===== src/rtl/lcd_seq_pkg.sv =====
// -----------------------------------------------------------------------------
// lcd_seq_pkg
// Shared definitions for the HD44780-style LCD write sequencer:
//   - lcd_state_e     : sequencer FSM states
//   - DEF_T_*         : default timing constants (clock cycles at 50 MHz)
//   - INIT_CMD_TABLE  : power-on command list (function set, display on,
//                       clear, entry mode), entry 0 is issued first
//   - eff_cycles/max2 : helpers for delay-counter sizing and load values
// No ports (package).
// -----------------------------------------------------------------------------
package lcd_seq_pkg;

    typedef enum logic [2:0] {
        PWR_WAIT  = 3'd0,
        INIT_LOAD = 3'd1,
        IDLE      = 3'd2,
        SETUP     = 3'd3,
        PULSE     = 3'd4,
        HOLD      = 3'd5,
        EXEC      = 3'd6
    } lcd_state_e;

    localparam int unsigned DEF_T_SETUP = 2;
    localparam int unsigned DEF_T_PULSE = 12;
    localparam int unsigned DEF_T_HOLD  = 2;
    localparam int unsigned DEF_T_EXEC  = 2000;
    localparam int unsigned DEF_T_LONG  = 82000;
    localparam int unsigned DEF_T_POWER = 750000;

    localparam int unsigned INIT_CMD_COUNT = 4;
    localparam logic [3:0][7:0] INIT_CMD_TABLE = {8'h06, 8'h01, 8'h0C, 8'h38};

    // A programmed delay of 0 still occupies one cycle in its state.
    function automatic int unsigned eff_cycles(input int unsigned n);
        return (n == 0) ? 1 : n;
    endfunction

    function automatic int unsigned max2(input int unsigned a, input int unsigned b);
        return (a > b) ? a : b;
    endfunction

endpackage


===== src/rtl/lcd_delay_counter.sv =====
// -----------------------------------------------------------------------------
// lcd_delay_counter
// Loadable down-counter shared by every timed state of the sequencer.
// Load N-1 to time N cycles; o_done is high while the count is zero and the
// counter parks there until the next load.
// Ports:
//   i_clk       in  clock (rising edge)
//   i_load      in  load i_load_val this cycle (has priority over counting)
//   i_load_val  in  WIDTH-bit value to load
//   o_done      out count has reached zero
// The parent drives a load while in reset, so no separate reset is needed.
// -----------------------------------------------------------------------------
module lcd_delay_counter #(
    parameter int unsigned WIDTH = 8
) (
    input  logic             i_clk,
    input  logic             i_load,
    input  logic [WIDTH-1:0] i_load_val,
    output logic             o_done
);

    logic [WIDTH-1:0] r_count;

    always_ff @(posedge i_clk) begin
        if (i_load) begin
            r_count <= i_load_val;
        end else if (r_count != '0) begin
            r_count <= r_count - WIDTH'(1);
        end
    end

    assign o_done = (r_count == '0);

endmodule


===== src/rtl/lcd_write_sequencer.sv =====
// -----------------------------------------------------------------------------
// lcd_write_sequencer
// Turns single-byte write requests into LCD bus cycles: RS/data setup,
// E strobe, hold, then an execution wait (long for clear/home commands).
// Optional macro LCD_INIT_SEQ_EN adds a power-on wait and a 4-command
// initialisation sequence before requests are accepted.
// Ports:
//   clk_clk       in   clock, all logic on rising edge
//   reset_reset   in   synchronous active-high reset
//   req_valid     in   requester presents a write
//   req_ready     out  write accepted this cycle when req_valid is high
//   req_rs        in   0 = command, 1 = character data
//   req_data      in   byte to write
//   busy          out  transfer or init in progress
//   init_done     out  display initialised, requests may be accepted
//   lcd_RS        out  register select
//   lcd_RW        out  read/write, tied to write
//   lcd_E         out  enable strobe
//   lcd_data_out  out  data bus drive value
//   lcd_data_oe   out  tri-state enable for the top-level data bus
// -----------------------------------------------------------------------------
module lcd_write_sequencer
    import lcd_seq_pkg::*;
#(
    parameter int unsigned T_SETUP = DEF_T_SETUP,
    parameter int unsigned T_PULSE = DEF_T_PULSE,
    parameter int unsigned T_HOLD  = DEF_T_HOLD,
    parameter int unsigned T_EXEC  = DEF_T_EXEC,
    parameter int unsigned T_LONG  = DEF_T_LONG,
    parameter int unsigned T_POWER = DEF_T_POWER
) (
    input  logic       clk_clk,
    input  logic       reset_reset,
    input  logic       req_valid,
    output logic       req_ready,
    input  logic       req_rs,
    input  logic [7:0] req_data,
    output logic       busy,
    output logic       init_done,
    output logic       lcd_RS,
    output logic       lcd_RW,
    output logic       lcd_E,
    output logic [7:0] lcd_data_out,
    output logic       lcd_data_oe
);

    localparam int unsigned MAX_T = max2(max2(max2(T_SETUP, T_PULSE), max2(T_HOLD, T_EXEC)),
                                         max2(T_LONG, T_POWER));
    localparam int unsigned CW    = $clog2(MAX_T) + 1;

    localparam logic [CW-1:0] LD_SETUP = CW'(eff_cycles(T_SETUP) - 1);
    localparam logic [CW-1:0] LD_PULSE = CW'(eff_cycles(T_PULSE) - 1);
    localparam logic [CW-1:0] LD_HOLD  = CW'(eff_cycles(T_HOLD)  - 1);
    localparam logic [CW-1:0] LD_EXEC  = CW'(eff_cycles(T_EXEC)  - 1);
    localparam logic [CW-1:0] LD_LONG  = CW'(eff_cycles(T_LONG)  - 1);
`ifdef LCD_INIT_SEQ_EN
    localparam logic [CW-1:0] LD_POWER = CW'(eff_cycles(T_POWER) - 1);
`endif

    lcd_state_e      r_state;
    lcd_state_e      w_state_nxt;
    logic            w_load;
    logic [CW-1:0]   w_load_val;
    logic            w_done;
    logic            w_accept;
    logic            w_long;

    logic            r_rs;
    logic [7:0]      r_data;
    logic            r_e;
    logic            r_ready;
    logic            r_busy;
    logic            r_init_done;
    logic            r_oe;
`ifdef LCD_INIT_SEQ_EN
    logic [1:0]      r_idx;
`endif

    lcd_delay_counter #(
        .WIDTH (CW)
    ) u_delay (
        .i_clk      (clk_clk),
        .i_load     (w_load),
        .i_load_val (w_load_val),
        .o_done     (w_done)
    );

    // Clear (0x01) and return-home (0x02/0x03) need the long execution wait;
    // every init command uses it as well.
`ifdef LCD_INIT_SEQ_EN
    assign w_long = (!r_rs && (r_data[7:2] == '0)) || !r_init_done;
`else
    assign w_long = !r_rs && (r_data[7:2] == '0);
`endif

    // Reset is folded into the next-state logic so the counter is loaded
    // with the power-on wait on the same edge that selects PWR_WAIT.
    always_comb begin
        w_state_nxt = r_state;
        w_load      = 1'b0;
        w_load_val  = '0;
        w_accept    = 1'b0;
        if (reset_reset) begin
            w_load = 1'b1;
`ifdef LCD_INIT_SEQ_EN
            w_state_nxt = PWR_WAIT;
            w_load_val  = LD_POWER;
`else
            w_state_nxt = IDLE;
`endif
        end else begin
            case (r_state)
`ifdef LCD_INIT_SEQ_EN
                PWR_WAIT: begin
                    if (w_done) begin
                        w_state_nxt = INIT_LOAD;
                    end
                end
                INIT_LOAD: begin
                    w_state_nxt = SETUP;
                    w_load      = 1'b1;
                    w_load_val  = LD_SETUP;
                end
`endif
                IDLE: begin
                    if (req_valid && r_ready) begin
                        w_accept    = 1'b1;
                        w_state_nxt = SETUP;
                        w_load      = 1'b1;
                        w_load_val  = LD_SETUP;
                    end
                end
                SETUP: begin
                    if (w_done) begin
                        w_state_nxt = PULSE;
                        w_load      = 1'b1;
                        w_load_val  = LD_PULSE;
                    end
                end
                PULSE: begin
                    if (w_done) begin
                        w_state_nxt = HOLD;
                        w_load      = 1'b1;
                        w_load_val  = LD_HOLD;
                    end
                end
                HOLD: begin
                    if (w_done) begin
                        w_state_nxt = EXEC;
                        w_load      = 1'b1;
                        w_load_val  = w_long ? LD_LONG : LD_EXEC;
                    end
                end
                EXEC: begin
                    if (w_done) begin
`ifdef LCD_INIT_SEQ_EN
                        if (!r_init_done && (r_idx != 2'(INIT_CMD_COUNT - 1))) begin
                            w_state_nxt = INIT_LOAD;
                        end else begin
                            w_state_nxt = IDLE;
                        end
`else
                        w_state_nxt = IDLE;
`endif
                    end
                end
                default: w_state_nxt = IDLE;
            endcase
        end
    end

    // Outputs are registered from the next state so they line up exactly
    // with the state they describe.
    always_ff @(posedge clk_clk) begin
        r_state <= w_state_nxt;
        if (reset_reset) begin
            r_rs        <= 1'b0;
            r_data      <= '0;
            r_e         <= 1'b0;
            r_ready     <= 1'b0;
            r_busy      <= 1'b0;
            r_init_done <= 1'b0;
            r_oe        <= 1'b1;
`ifdef LCD_INIT_SEQ_EN
            r_idx       <= '0;
`endif
        end else begin
            r_e         <= (w_state_nxt == PULSE);
            r_ready     <= (w_state_nxt == IDLE);
            r_busy      <= (w_state_nxt != IDLE);
            r_init_done <= r_init_done | (w_state_nxt == IDLE);
            r_oe        <= 1'b1;
            if (w_accept) begin
                r_rs   <= req_rs;
                r_data <= req_data;
            end
`ifdef LCD_INIT_SEQ_EN
            if (r_state == INIT_LOAD) begin
                r_rs   <= 1'b0;
                r_data <= INIT_CMD_TABLE[r_idx];
            end
            if ((r_state == EXEC) && (w_state_nxt == INIT_LOAD)) begin
                r_idx <= r_idx + 2'd1;
            end
`endif
        end
    end

    assign req_ready    = r_ready;
    assign busy         = r_busy;
    assign init_done    = r_init_done;
    assign lcd_RS       = r_rs;
    assign lcd_RW       = 1'b0;
    assign lcd_E        = r_e;
    assign lcd_data_out = r_data;
    assign lcd_data_oe  = r_oe;

endmodule


===== config.mk =====
export PLATFORM = sky130hd
export DESIGN_NAME = lcd_write_sequencer
export DESIGN_NICKNAME = d
export VERILOG_FILES = /design/src/rtl/lcd_seq_pkg.sv /design/src/rtl/lcd_delay_counter.sv /design/src/rtl/lcd_write_sequencer.sv
export SDC_FILE = /design/constraint.sdc
export NUM_CORES = 1
export LEC_CHECK = 0
export CAP_MARGIN = 20
export CORE_MARGIN = 2
export CORE_UTILIZATION = 61
export CTS_BUF_LIST = sky130_fd_sc_hd__clkbuf_8
export CTS_CLUSTER_SIZE = 30
export DETAILED_ROUTE_END_ITERATION = 8
export HOLD_SLACK_MARGIN = 0.12
export PLACE_DENSITY_LB_ADDON = 0.2
export SLEW_MARGIN = 40
export SYNTH_ARGS = -nofsm -noshare
export SYNTH_HDL_FRONTEND = slang
export SYNTH_SLANG_ARGS = --single-unit

===== constraint.sdc =====
create_clock -name clk_clk -period 4.1 [get_ports clk_clk]
set_input_delay 1.025 -clock clk_clk [delete_from_list [all_inputs] [get_ports clk_clk]]
set_output_delay 1.025 -clock clk_clk [all_outputs]
set_load 0.01 [all_outputs]

Word-level counts from Yosys, hierarchy flattened:

Cells that the tools add are included.

* equal/unequal tests: 8
* muxes and demuxes: 22
* add/subtract/negate cells: 1
* reductions and logical operators: 8
* bitwise operators: 1

Operator list (count)
* $pmux W17 S4: 1
* $mux W17: 3
* $mux W21: 2
* $logic_not A21 Y1: 1
* $reduce_bool A21 Y1: 1
* $sub A21 B1 Y21 const B: 1
* $mux W3: 6
* $pmux W3 S5: 1
* $eq A3 B3 Y1 const B: 4
* $eq A3 B2 Y1 const B: 3
* $mux W1: 7
* $logic_not A6 Y1: 1
* $mux W4: 1
* $ne A3 B2 Y1 const B: 1
* $reduce_or A3 Y1: 1
* $logic_and A1 B1 Y1: 2
* $pmux W1 S2: 1
* $reduce_bool A2 Y1: 1
* $logic_not A1 Y1: 1
* $or A1 B1 Y1: 1

* output and inout bits: 15
* register bits after elaboration: 37
* word-level logic and storage cells: 48

Logic depth before layout (Yosys ltp):

* word-level depth: 7
* mapped depth: 7

Hierarchy:

Synthesis repeated with hierarchy kept, for this count alone.

* cells, all modules: 202
* area, all modules: 1969.4 um^2

Modules (own cells, without submodules)
* lcd_delay_counter: instances 1, sequential area each 630.6 um^2, cells an instance 130, area an instance 1273.7 um^2
* lcd_write_sequencer: instances 1, sequential area each 320.3 um^2, cells an instance 72, area an instance 695.7 um^2

Least setup slack after synthesis:

No wires, ideal clock.

* path type: register to register
* start point: register u_delay.r_count[6]
* end point: register u_delay.r_count[0] (enable)
* library setup time: 0.507 ns
* setup slack: 1.483 ns
* period minus slack after synthesis: 2.617 ns
* data arrival time: 2.110 ns
* cell stages (with the launch flop): 4
* cells stage by stage: edfxtp_1 > or4_1 > nor4_1 > nand4_1

* cells in the longest elaborated chain, start to end: 5
* elaborated cells between the ends (all ways): 6
* classes of those cells: mux (3); reduce/logical (3)

Ends and longest elaborated chain
* start: declaration: RTL line lcd_delay_counter.sv:22 `logic [WIDTH-1:0] r_count;`
* start signal: assignment: RTL line lcd_delay_counter.sv:26 `r_count <= i_load_val;`
* start signal: assignment: RTL line lcd_delay_counter.sv:28 `r_count <= r_count - WIDTH'(1);`
* $logic_not A21 Y1: RTL line lcd_delay_counter.sv:32 `assign o_done = (r_count == '0);`
* $mux W1: RTL line lcd_write_sequencer.sv:134, lcd_write_sequencer.sv:141, lcd_write_sequencer.sv:148
* $pmux W1 S2: RTL line lcd_write_sequencer.sv:112 `case (r_state)`
* $mux W1: RTL line lcd_write_sequencer.sv:103 `if (reset_reset) begin`
* $reduce_bool A2 Y1 (no source line) *

Every way passes the cells marked *; elsewhere a longest branch is shown, timed or not.
A chain may end at the register's enable or synchronous reset.

Worst setup path in the final report:

* start point: register u_delay.r_count[6]
* end point: register u_delay.r_count[7] (enable)

The elaborated chain is that of the path after synthesis.

==> key figures <==
Run status
  • Outcome: finished clean

Critical path
  • Critical Path Fanout Max: 9
  • Setup Crit Path Kind: register to register
  • CP arrival: about 2.7 ns
  • Critical Path End Type: register
  • Buffers & Inverters on Critical Path: 1
  • Delay-heaviest family, CP: simple AND/OR/NAND/NOR gates
  • Crit path max-delay cell type: or4_1
  • CP Launch Type: register
  • Critical Path, Cell by Cell: or4_1 -> nor4_1 -> nand4_1 -> buf_4
  • Crit path required time: 4.15 ns
  • Critical Path Max Stage Delay: 0.61 ns
  • CP Depth: 4
  • R2R depth: 4

Hold path
  • Hold Path Stages: 2
  • HP Class: register to register

Floorplan
  • Core area: 3050 um2
  • Io pins: 27
  • DIE WIDTH: a little over 60 um
  • Initial Utilization: between 60% and 70%
  • Row count: 20
  • Die height: 60.9 um
  • DIE AREA: around 3700 um2

Routing
  • Starting DRC count in detailed routing: about 170
  • Drt via density: approximately 6.2
  • Drt total wl: between 4000 and 5000 um
  • Routed WL per cell: 16.5 um
  • Drt first pass iters: 4
  • Vias: 1665
  • Drc violations: 0
  • Final ANT Viol Nets: 0

Logic synthesis
  • Primary FF master, synth: edfxtp_1
  • Ys async rst share: 0%
  • FF+latch count, synth: 37
  • Post-synth EDFFs: 21
  • Syn Nets: between 200 and 250
  • Synth top area share: 32.0%
  • Synthesized cell area: approximately 2000 um2
  • Sequential share of the synthesized area: just under 50%
  • Syn Inst Count: about 200
  • Post-synth top area cell: edfxtp_1
  • Synth warnings: 0
  • Post-Syn Area per Cell: 9.92 um2
  • Yosys cell types: 48
  • Synth top area cells: edfxtp_1 32%, dfxtp_1 16%, mux2i_1 4.6%

CTS
  • Worst skew pair latency: about 0.29 ns
  • Clk pin slew, worst setup/hold paths: ~0.07 ns
  • Clk sinks: 37
  • TritonCTS clock tree: yes
  • Worst-case clock buffer depth: 2
  • Hold buffer count at CTS: 0
  • H-tree depth: 2
  • Post_cts resized: 0
  • Post-CTS setup buffer count: 0
  • Root buf cell: clkbuf_8
  • CTS Buf Count: 5

Place
  • Post-DP HPWL: 3100 um
  • IO buf count: 24
  • Post-place setup slack: 1.37 ns
  • RePlAce Congestion: around 0.82

Timing
  • Worst-margin pin slew: about 0.58 ns
  • RSZ-0062 raised after global routing: no
  • Final Slew Violations: 0
  • Setup_tns: 0 ns
  • Setup Skew: roughly 0.0022 ns
  • Hold WS: approximately 0.45 ns
  • Tmin final: roughly 2.6 ns
  • F_max: about 380 MHz
  • Final setup viols: 0
  • Setup ws final: roughly 1.5 ns
  • Rel. slew slack: 61.3%
  • Final Hold Vio Count: 0
  • Tcrit/Tclk final: 63.6%

Pwr
  • Sw Pwr: about 560 uW
  • Pint: ~1000 uW
  • Tot Pwr: 1530 uW
  • Cell Pwr Density: between 600 and 700 nW/um2
  • Sequential power share: between 30% and 40%
  • Clk pwr share: between 20% and 30%
  • Logic pwr share: 38.4%
  • Sw Share: a little over a third
  • Static Leak: 0.000879 uW
  • Max IR drop VDD: 0.388 mV

Job
  • Max-Cap Viols: 0

Global route
  • Maximum number of pins on one net before global-route repair: 21
  • Global-route wire length before repair: between 7000 and 8000 um
  • Gr usage total: 27.0%
  • Initial antenna violation count: 0
  • Vias in the first global route: 1554
  • Remaining global-route overflow: 0

Layout
  • Final core utilization: between 70% and 80%
  • Diodes inserted: 0
  • Commonest non-fill, non-tap cell in the layout: clkdlybuf4s50_1
  • Area growth, synth to finish: 21.1%
  • Share of layout cells above drive strength 1: under 10%
  • Nets: around 240
  • Leading cell types in the layout, fill and taps excluded: 24 x clkdlybuf4s50_1, 21 x edfxtp_1, 19 x nor2_1
  • # fillers: about 230
==> metrics by stage <==
step | area [um2] | instances
floorplan | 1970 | 199
global placement | 2240 | 260
detailed placement | 2260 | 262
CTS | 2390 | 270
global route | 2390 | 270
finish | 2390 | 270
==> registers in the layout (all words and copies together), names as in the netlist <==
name,cells
u_delay.r_count,21
lcd_RS,1
init_done,1
r_state,3
busy,1
lcd_data_out,8
req_ready,1
lcd_E,1
==> synth_stat cells (2+ instances only) <==
cell	count
clkbuf_1	6
mux2i_1	9
edfxtp_1	21
o22ai_1	2
and2_1	3
nand3_1	8
dfxtp_1	16
and3_1	2
nor2_1	19
conb_1	2
o31ai_1	5
or3_1	4
nand2_1	4
nand4_1	6
ha_1	2
xor2_1	5
o21ai_0	13
nor3_1	7
nor4_1	5
nor2b_1	5
or3_2	2
or4_1	5
xnor2_1	6
a21oi_1	12
inv_1	5
buf_4	3
==> kinds of logic (layout without fill, tap and decap cells) <==
group	after synthesis	in the layout	synth area share [%]
other	2	2	0.381
XOR/XNOR	11	11	4.88
buffers and inverters	15	42	3.49
multiplexers	9	9	4.57
flip-flops	37	37	48.2
AND/OR/NAND/NOR	82	82	24.5
adder cells (fa/ha/maj)	2	2	1.27
AO/OA/AOI/OAI	41	41	12.7
==> final timing paths <==
| path | from | end | slack (ns) |
|---|---|---|---|
| hold reg to reg | init_done | init_done | 0.45 |
| setup / recovery | u_delay.r_count[6] | u_delay.r_count[7] | 1.49 |
| setup reg to reg | u_delay.r_count[6] | u_delay.r_count[7] | 1.49 |
| hold / removal | init_done | init_done | 0.45 |
==> routing by layer <==
layer	vias to the layer above	track usage (%)	part of all wire, %
met2	77	45.8	51
li1	795	-	-
met3	10	6.18	5.4
met1	783	33.4	41
met4	0	10.2	2.1
met5	-	0	0
==> worst register-to-register path: stages, from the launching register on <==
cell and delay (ns):
edfxtp_1 0.49, or4_1 0.61, nor4_1 0.56, nand4_1 0.39, buf_4 0.31
==> final cells by class <==
class | count | area, um2 | share of cell area (%)
Timing Repair Buffer | 29 | 278 | 11.6
Inverter | 5 | 18.8 | 0.785
Tap cell | 44 | 55.1 | 2.30
Sequential cell | 37 | 951 | 39.8
Multi-Input combinational cell | 147 | 953 | 39.9
Clock inverter | 3 | 65.1 | 2.72
Clock buffer | 5 | 68.8 | 2.88
==> power groups by stage <==
stage          logic (uW)  registers [uW]  clock network (uW)
2_1_floorplan         424             559                   0
3_3_place_gp          547             566                   0
3_5_place_dp          574             572                   0
4_1_cts               584             565                 377
5_1_grt               654             578                 390
6_report              589             567                 377
(Power assumes the default switching activity.)
